$ cat config.mk
export PLATFORM = sky130hd
export DESIGN_NAME = gate_selftest_ctrl
export DESIGN_NICKNAME = d
export VERILOG_FILES = /design/src/rtl/gate_pkg.sv /design/src/rtl/gate_expect.sv /design/src/rtl/gate_selftest_ctrl.sv
export SDC_FILE = /design/constraint.sdc
export NUM_CORES = 1
export LEC_CHECK = 0
export BUFFER_PORTS_ARGS = -buffer_cell sky130_fd_sc_hd__buf_4
export CORE_AREA = 2 2 53 55
export CTS_CLUSTER_SIZE = 16
export DETAILED_ROUTE_END_ITERATION = 8
export DIE_AREA = 0 0 55 57
export PLACE_DENSITY_LB_ADDON = 0.05
export SLEW_MARGIN = 20
export SYNTH_ARGS = -nofsm -noshare
export SYNTH_HDL_FRONTEND = slang
export SYNTH_SLANG_ARGS = --single-unit
$ cat constraint.sdc
create_clock -name clk -period 4.3 [get_ports clk]
set_clock_uncertainty 0.15 [all_clocks]
set_input_delay 0.215 -clock clk [delete_from_list [all_inputs] [get_ports clk]]
set_output_delay 0.215 -clock clk [all_outputs]
set_load 0.02 [all_outputs]
$ cat src/rtl/gate_pkg.sv
// Shared types and constants for the logic-gate self-test controller.
package gate_pkg;

  // Controller states; the encoding is visible on the debug state port.
  typedef enum logic [2:0] {
    ST_IDLE   = 3'd0,
    ST_APPLY  = 3'd1,
    ST_SETTLE = 3'd2,
    ST_CHECK  = 3'd3,
    ST_DONE   = 3'd4
  } state_e;

  // Bit positions of each gate inside the 6-bit result word.
  localparam int AND_B  = 0;
  localparam int OR_B   = 1;
  localparam int NAND_B = 2;
  localparam int NOR_B  = 3;
  localparam int XOR_B  = 4;
  localparam int XNOR_B = 5;
  localparam int NUM_GATES = 6;

  // Legal settle-cycle range and the counter width that covers it.
  localparam int SETTLE_MIN = 1;
  localparam int SETTLE_MAX = 15;
  localparam int CNT_W      = 4;

endpackage

$ cat src/rtl/gate_expect.sv
// Golden truth table: expected gate-unit outputs for one 2-bit input vector.
module gate_expect
  import gate_pkg::*;
(
  input  logic [1:0]           vec_i,
  output logic [NUM_GATES-1:0] exp_o
);

  logic a;
  logic b;

  assign a = vec_i[1];
  assign b = vec_i[0];

  // Build the expected word bit by bit using the shared bit positions.
  always_comb begin
    exp_o         = '0;
    exp_o[AND_B]  = a & b;
    exp_o[OR_B]   = a | b;
    exp_o[NAND_B] = ~(a & b);
    exp_o[NOR_B]  = ~(a | b);
    exp_o[XOR_B]  = a ^ b;
    exp_o[XNOR_B] = ~(a ^ b);
  end

endmodule

$ cat src/rtl/gate_selftest_ctrl.sv
// Self-test sequencer for an external 6-gate unit: walks the four input
// vectors, waits SETTLE cycles for each, compares the results against the
// truth table and accumulates per-vector and per-gate error masks.
// SETTLE must lie in SETTLE_MIN..SETTLE_MAX so it fits the 4-bit counter.
module gate_selftest_ctrl
  import gate_pkg::*;
#(
  parameter int SETTLE = 1
) (
  input  logic                 clk,
  input  logic                 rst_n,
  input  logic                 start,
  input  logic                 abort,
  output logic                 a_o,
  output logic                 b_o,
  input  logic [NUM_GATES-1:0] res_i,
  output logic                 busy,
  output logic                 done,
  output logic                 pass,
  output logic [3:0]           err_vec,
  output logic [NUM_GATES-1:0] err_gate,
  output logic [2:0]           state_o
);

  localparam logic [CNT_W-1:0] SETTLE_LOAD = CNT_W'(SETTLE - 1);

  state_e               state_q;
  logic [1:0]           vec_q;
  logic [CNT_W-1:0]     cnt_q;
  logic                 a_q;
  logic                 b_q;
  logic                 busy_q;
  logic                 done_q;
  logic                 pass_q;
  logic [3:0]           err_vec_q;
  logic [NUM_GATES-1:0] err_gate_q;

  logic [NUM_GATES-1:0] exp_res;
  logic [NUM_GATES-1:0] mismatch;
  logic [NUM_GATES-1:0] err_gate_d;
  logic [1:0]           vec_d;

  gate_expect u_expect (
    .vec_i (vec_q),
    .exp_o (exp_res)
  );

  assign mismatch   = res_i ^ exp_res;
  assign err_gate_d = err_gate_q | mismatch;
  assign vec_d      = vec_q + 2'd1;

  // Sequencer FSM. Handshake: start is a level sampled when the controller
  // can accept a run (IDLE, or the final DONE cycle so a held start gives
  // back-to-back runs); abort is a level that wins over every transition
  // outside IDLE; done is a one-cycle pulse aligned with updated pass.
  always_ff @(posedge clk or negedge rst_n) begin
    if (!rst_n) begin
      state_q    <= ST_IDLE;
      vec_q      <= 2'd0;
      cnt_q      <= '0;
      a_q        <= 1'b0;
      b_q        <= 1'b0;
      busy_q     <= 1'b0;
      done_q     <= 1'b0;
      pass_q     <= 1'b0;
      err_vec_q  <= '0;
      err_gate_q <= '0;
    end else begin
      done_q <= 1'b0;
      if (abort && state_q != ST_IDLE) begin
        state_q    <= ST_IDLE;
        vec_q      <= 2'd0;
        cnt_q      <= '0;
        a_q        <= 1'b0;
        b_q        <= 1'b0;
        busy_q     <= 1'b0;
        err_vec_q  <= '0;
        err_gate_q <= '0;
      end else begin
        case (state_q)
          ST_IDLE, ST_DONE: begin
            if (start) begin
              state_q    <= ST_APPLY;
              vec_q      <= 2'd0;
              a_q        <= 1'b0;
              b_q        <= 1'b0;
              busy_q     <= 1'b1;
              err_vec_q  <= '0;
              err_gate_q <= '0;
            end else begin
              state_q <= ST_IDLE;
              a_q     <= 1'b0;
              b_q     <= 1'b0;
              busy_q  <= 1'b0;
            end
          end
          ST_APPLY: begin
            state_q <= ST_SETTLE;
            cnt_q   <= SETTLE_LOAD;
          end
          ST_SETTLE: begin
            if (cnt_q == '0) begin
              state_q <= ST_CHECK;
            end else begin
              cnt_q <= cnt_q - CNT_W'(1);
            end
          end
          ST_CHECK: begin
            err_gate_q <= err_gate_d;
            if (|mismatch) begin
              err_vec_q[vec_q] <= 1'b1;
            end
            if (vec_q == 2'd3) begin
              state_q <= ST_DONE;
              done_q  <= 1'b1;
              pass_q  <= (err_gate_d == '0);
            end else begin
              state_q <= ST_APPLY;
              vec_q   <= vec_d;
              a_q     <= vec_d[1];
              b_q     <= vec_d[0];
            end
          end
          default: begin
            state_q <= ST_IDLE;
            a_q     <= 1'b0;
            b_q     <= 1'b0;
            busy_q  <= 1'b0;
          end
        endcase
      end
    end
  end

  assign a_o      = a_q;
  assign b_o      = b_q;
  assign busy     = busy_q;
  assign done     = done_q;
  assign pass     = pass_q;
  assign err_vec  = err_vec_q;
  assign err_gate = err_gate_q;
  assign state_o  = state_q;

endmodule

== Word level (Yosys, flattened, before mapping) ==
Index checks and enable logic that the tools add are counted.
Widths: inputs -> output; s select.
Storage, ports and cells
  bits in registers: 24
  bits in latches: 0
  RAM bits: 0
  bits in read-only memories: 0
  input port bits: 10
  output and inout bits: 18
  word-level logic and storage cells: 87
  memories kept: 0
Operators by class
  add/sub/neg operators: 2
  $mul: 0
  divide/modulo/power cells: 0
  $lt $le $gt $ge: 2
  equality and inequality tests: 12
  shift operators: 0
  muxes and demuxes: 33
  bitwise gates (word level): 10
  reductions and logical operators: 18
Operators by type and width (number)
  $mux 4: 5
  $pmux 4 s2: 2
  $ne 3x3->1 const B: 5
  $mux 6: 2
  $pmux 3 s4: 1
  $pmux 6 s2: 1
  $mux 1: 11
  $mux 3: 3
  $reduce_and 3->1: 3
  $reduce_bool 3->1: 3
  $eq 3x2->1 const B: 2
  $logic_not 6->1: 1
  $mux 2: 3
  $or 6x6->6: 1
  $pmux 1 s2: 3
  $reduce_and 2->1: 3
  $reduce_or 6->1: 1
  $xor 6x6->6: 1
  $logic_not 4->1: 1
  $ne 2x1->1 const B: 2
  $not 1->1: 4
  $or 4x4->4: 1
  $pmux 2 s2: 1
  $reduce_or 2->1: 2
  14 further kinds: 15

== Depth between registers and ports, before layout ==
  depth in word-level cells: 8
  gate-level depth with buffers: 7
  mapped depth without buffers: 6

== Cells and area by module ==
A second synthesis with hierarchy kept.
Second synthesis, totals
  cell total of the unflattened synthesis: 148
  area total of the unflattened synthesis: 1411.4 um^2
By module, submodules not included
  gate_selftest_ctrl: times used 1, cells an instance 139, area an instance 1342.5 um^2, sequential area each 600.6 um^2
  gate_expect: times used 1, cells an instance 9, area an instance 68.8 um^2, sequential area each 0.0 um^2

== Least setup slack after synthesis ==
No wires, ideal clock.
  path kind: flip-flop to flip-flop
  from: register vec_q[0]
  to: register err_vec_q[0], in the netlist err_vec[0]
  setup time: 0.129 ns
  data arrival time: 1.408 ns
  required time: 4.021 ns
  setup slack: 2.612 ns
  stages on the path, launching flop included: 7
  path buffers: 0
  period minus slack after synthesis: 1.688 ns
  cells stage by stage: dfrtp_1 -> inv_1 -> ha_1 -> xor2_1 -> nand4_1 -> nor2_1 -> o21ai_1
On the way
  word-level cells in the longest chain between the ends: 8
  elaborated cells between the ends (all ways): 19
  classes of those cells: 2 x order compare; 1 x eq/ne; 5 x mux; 8 x bitwise; 3 x reduce/logical
Ends and longest elaborated chain
  from (decl): line gate_selftest_ctrl.sv:28  | logic [1:0] vec_q;
  from (signal assigned): line gate_selftest_ctrl.sv:119  | vec_q <= vec_d;
  $lt 2x3->1 (not written as such) / $ge 2x1->1 (equally long branches): line gate_selftest_ctrl.sv:111  | err_vec_q[vec_q] <= 1'b1;
  $logic_and 1x1->1 (not written as such): line gate_selftest_ctrl.sv:111
  $mux 1 (not written as such): line gate_selftest_ctrl.sv:111
  $demux 1 s2: line gate_selftest_ctrl.sv:111
  $or 4x4->4 (no line)
  $mux 4: line gate_selftest_ctrl.sv:110  | if (|mismatch) begin
  $pmux 4 s2: line gate_selftest_ctrl.sv:80  | case (state_q)
  $mux 4: line gate_selftest_ctrl.sv:70  | if (abort && state_q != ST_IDLE) begin
  to (signal assigned): line gate_selftest_ctrl.sv:77  | err_vec_q <= '0;
  to (signal assigned): line gate_selftest_ctrl.sv:88  | err_vec_q <= '0;
  to (signal, indexed assignment): line gate_selftest_ctrl.sv:111
  to (decl): line gate_selftest_ctrl.sv:35  | logic [3:0] err_vec_q;
Parallel ways exist; a longest one is shown, timed or not. The select of a mux whose other input is x is not followed.
A chain may end at the register's enable or synchronous reset.

== Worst setup path after layout ==
  from: register vec_q[0]
  to: register pass_q, in the netlist pass
On the way
  word-level cells in the longest chain between the ends: 5
  elaborated cells between the ends (all ways): 11
  classes of those cells: 1 x eq/ne; 8 x bitwise; 2 x reduce/logical
Ends and longest elaborated chain
  $and 1x1->1, or another cell as far along: line gate_expect.sv:18, gate_expect.sv:20
  $not 1->1 (on tied branches): line gate_expect.sv:20, gate_expect.sv:21, gate_expect.sv:23
  $xor 6x6->6: line gate_selftest_ctrl.sv:48  | assign mismatch = res_i ^ exp_res;
  $or 6x6->6: line gate_selftest_ctrl.sv:49  | assign err_gate_d = err_gate_q | mismatch;
  $logic_not 6->1: line gate_selftest_ctrl.sv:116  | pass_q <= (err_gate_d == '0);
  to (signal assigned): line gate_selftest_ctrl.sv:116
  to (decl): line gate_selftest_ctrl.sv:34  | logic pass_q;
Parallel ways exist; a longest one is shown, timed or not.

==> flow_summary.yaml <==
status:
  status: "complete, no violations"
floorplan:
  rows: 19
  ios: 28
  start_util: 0.523
  die_h_um: 57
  die_area_um2: 3140
  fp.dieW_um: 55
  coreArea_um2: 2620
sta:
  drv_slew: 0
  fmax_mhz: 506
  worst_pin_slew_ps: 424
  setup_viol: 0
  max-slew-margin-rel: 0.717
  whs_ps: 47.0
  finalSetupTns_ps: 0
  finalCritPeriodShare: 0.460
  period_needed_ps: 1980
  rsz0062_at_grt: "false"
  fin_ws_ps: 2320
  hold_viol: 0
worst_setup_path:
  startpoint_type: "flip-flop"
  path_cells: "inv_1 -> ha_1 -> xor2_1 -> nand4_1 -> nor2_1 -> a22o_1"
  cp_slowest_cell: "dfrtp_1"
  crit_arrival_ps: 2080
  worstPathMaxFanout: 5
  cp_num_buf_inv: 1
  worstSetupPathType: "reg2reg"
  end_kind: "flip-flop"
  cp_slowest_stage_delay_ps: 470
  required_ps: 4400
  crit_family: "flip-flops"
yosys:
  yosys_register_bits: 24
  async_flop_share: 1.00
  synth_common_cells: "dfrtp_1, inv_1, nand2_1"
  netlist.area_leader.share: 0.439
  synth_edf_count: 0
  synth.distinct_cells: 46
  netlist_area_um2: 1370
  synth_nets: 150
  syn_avg_cell_area_um2: 10.2
  synth.most_common_cell: "dfrtp_1"
  yosys.area.top_type: "dfrtp_1"
  syn-instance-count: 134
  synthFlopType: "dfrtp_1"
  ys_seq_area_frac: 0.439
  synth_area_leaders: "dfrtp_1, ha_1, inv_1"
  ys_warn_count: 0
finish:
  fin_nets: 177
  drive_gt1_frac: 0.264
  synthToLayoutAreaGrowth_pct: 16.1
  fill_cells: 242
  regArea_um2: 601
  diodes: 0
  multiInputGateArea_um2: 662
cts:
  cts_made_buffers: 3
  post_cts_buffers: 0
  clock_latency_ps: 300
  ctsHtreeMaxLevel: 1
  clk_pin_slew_ps: 130
  clockBufferDepth: 2
  clock_sinks: 24
  cts_tree: "done"
  clock-root-buffer: "clkbuf_4"
grt:
  grt_overflow: 0
  track_usage: 0.193
  grt_pass1_wl_um: 4440
  antenna_found_initial: 0
  grt_max_degree: 25
  grt_pass1_vias: 1063
routing:
  ant_nets: 0
  vias: 1059
  drt-total-wl_um: 2830
  drc_errors: 0
  dr.pass1.iters: 4
  drtIter0Drc: 28
  wl_per_cell_um: 14.9
  vias_per_cell: 5.57
power_and_ir_drop:
  total_power_uw: 753
  ir_drop_v: 0.000408
  p_per_area_nw_per_um2: 474
  p_leak_nw: 0.773
place:
  place_ws_ps: 2370
  place_hpwl_um: 2140
  gp_congestion: 0.762
  portBuffers: 27
flow_run:
  maxCapViolations: 0
hold_path:
  hp-class: "in2reg"
-- final cells by class --
cell class	count	share of cell area
Timing Repair Buffer	28	0.134
Inverter	14	0.0331
Tap cell	31	0.0244
Sequential cell	24	0.378
Clock buffer	3	0.0142
Multi-Input combinational cell	90	0.417
-- layout by cell type (no fill, tap or decap), drive strengths merged, types with 2 or more instances in the layout --
master and instances:
nand3 5, o21ai 9, and2 4, nor2 4, xnor2 4, ha 6, buf 27, inv 14
xor2 3, a31oi 5, nor3 2, nand4 2, a22o 2, dfrtp 24, or2 2, nand2 10
clkbuf 3, o22ai 6, a21o 2, nor4 2, a21oi 5
-- per-stage QoR --
| step | utilization | instance area [um2] | instances |
|---|---|---|---|
| after floorplan | - | 1370 | 134 |
| after global placement | 0.595 | 1560 | 186 |
| after detailed placement | 0.595 | 1560 | 186 |
| after CTS | 0.608 | 1590 | 190 |
| after global routing | 0.608 | 1590 | 190 |
| final | 0.608 | 1590 | 190 |
-- per-layer routing --
metal / track usage / share of wire
met1: 0.242 / 0.44
met2: 0.330 / 0.51
met3: 0.0262 / 0.033
met4: 0.0697 / 0.015
met5: 0 / 0
-- path summary, 6_finish.rpt --
kind | startpoint | endpoint | slack, ps | cells past startpoint
min in group asynchronous | rst_n | busy$_DFFE_PN0P_ | 180 | 2
hold reg to reg | b_o$_DFFE_PN0P_ | b_o$_DFFE_PN0P_ | 350 | 1
hold / removal | abort | state_o[1]$_DFFE_PN0P_ | 50 | 2
max in group asynchronous | rst_n | err_gate[4]$_DFFE_PN0P_ | 3580 | 2
setup reg to reg | vec_q[0]$_DFFE_PN0P_ | pass$_DFFE_PN0P_ | 2320 | 6
setup / recovery | vec_q[0]$_DFFE_PN0P_ | pass$_DFFE_PN0P_ | 2320 | 6
-- power breakdown --
group / switching [mW] / internal, mW
clock network: 0.0627 / 0.0326
registers: 0.0515 / 0.263
logic: 0.199 / 0.144
-- timing repair --
item,4_1_cts,5_1_grt
gates resized for setup,0,0
hold buffers,1,0
setup endpoints to repair,0,0
hold endpoints to repair,24,0
-- state kept, by name, indices dropped and copies added (netlist names) --
| name | count |
|---|---|
| a_o | 1 |
| b_o | 1 |
| busy | 1 |
| cnt_q | 4 |
| done | 1 |
| err_gate | 6 |
| err_vec | 4 |
| pass | 1 |
| state_o | 3 |
| vec_q | 2 |
-- logic make-up after synthesis --
group	count (synthesis)	synth area share
AO/OA/AOI/OAI	37	0.205
multiplexers	1	0.00731
XOR/XNOR	7	0.0448
AND/OR/NAND/NOR	39	0.172
adder cells (fa/ha/maj)	6	0.0548
buffers and inverters	20	0.0777
flip-flops	24	0.439
Note: power is estimated with default switching activity, not from simulation.
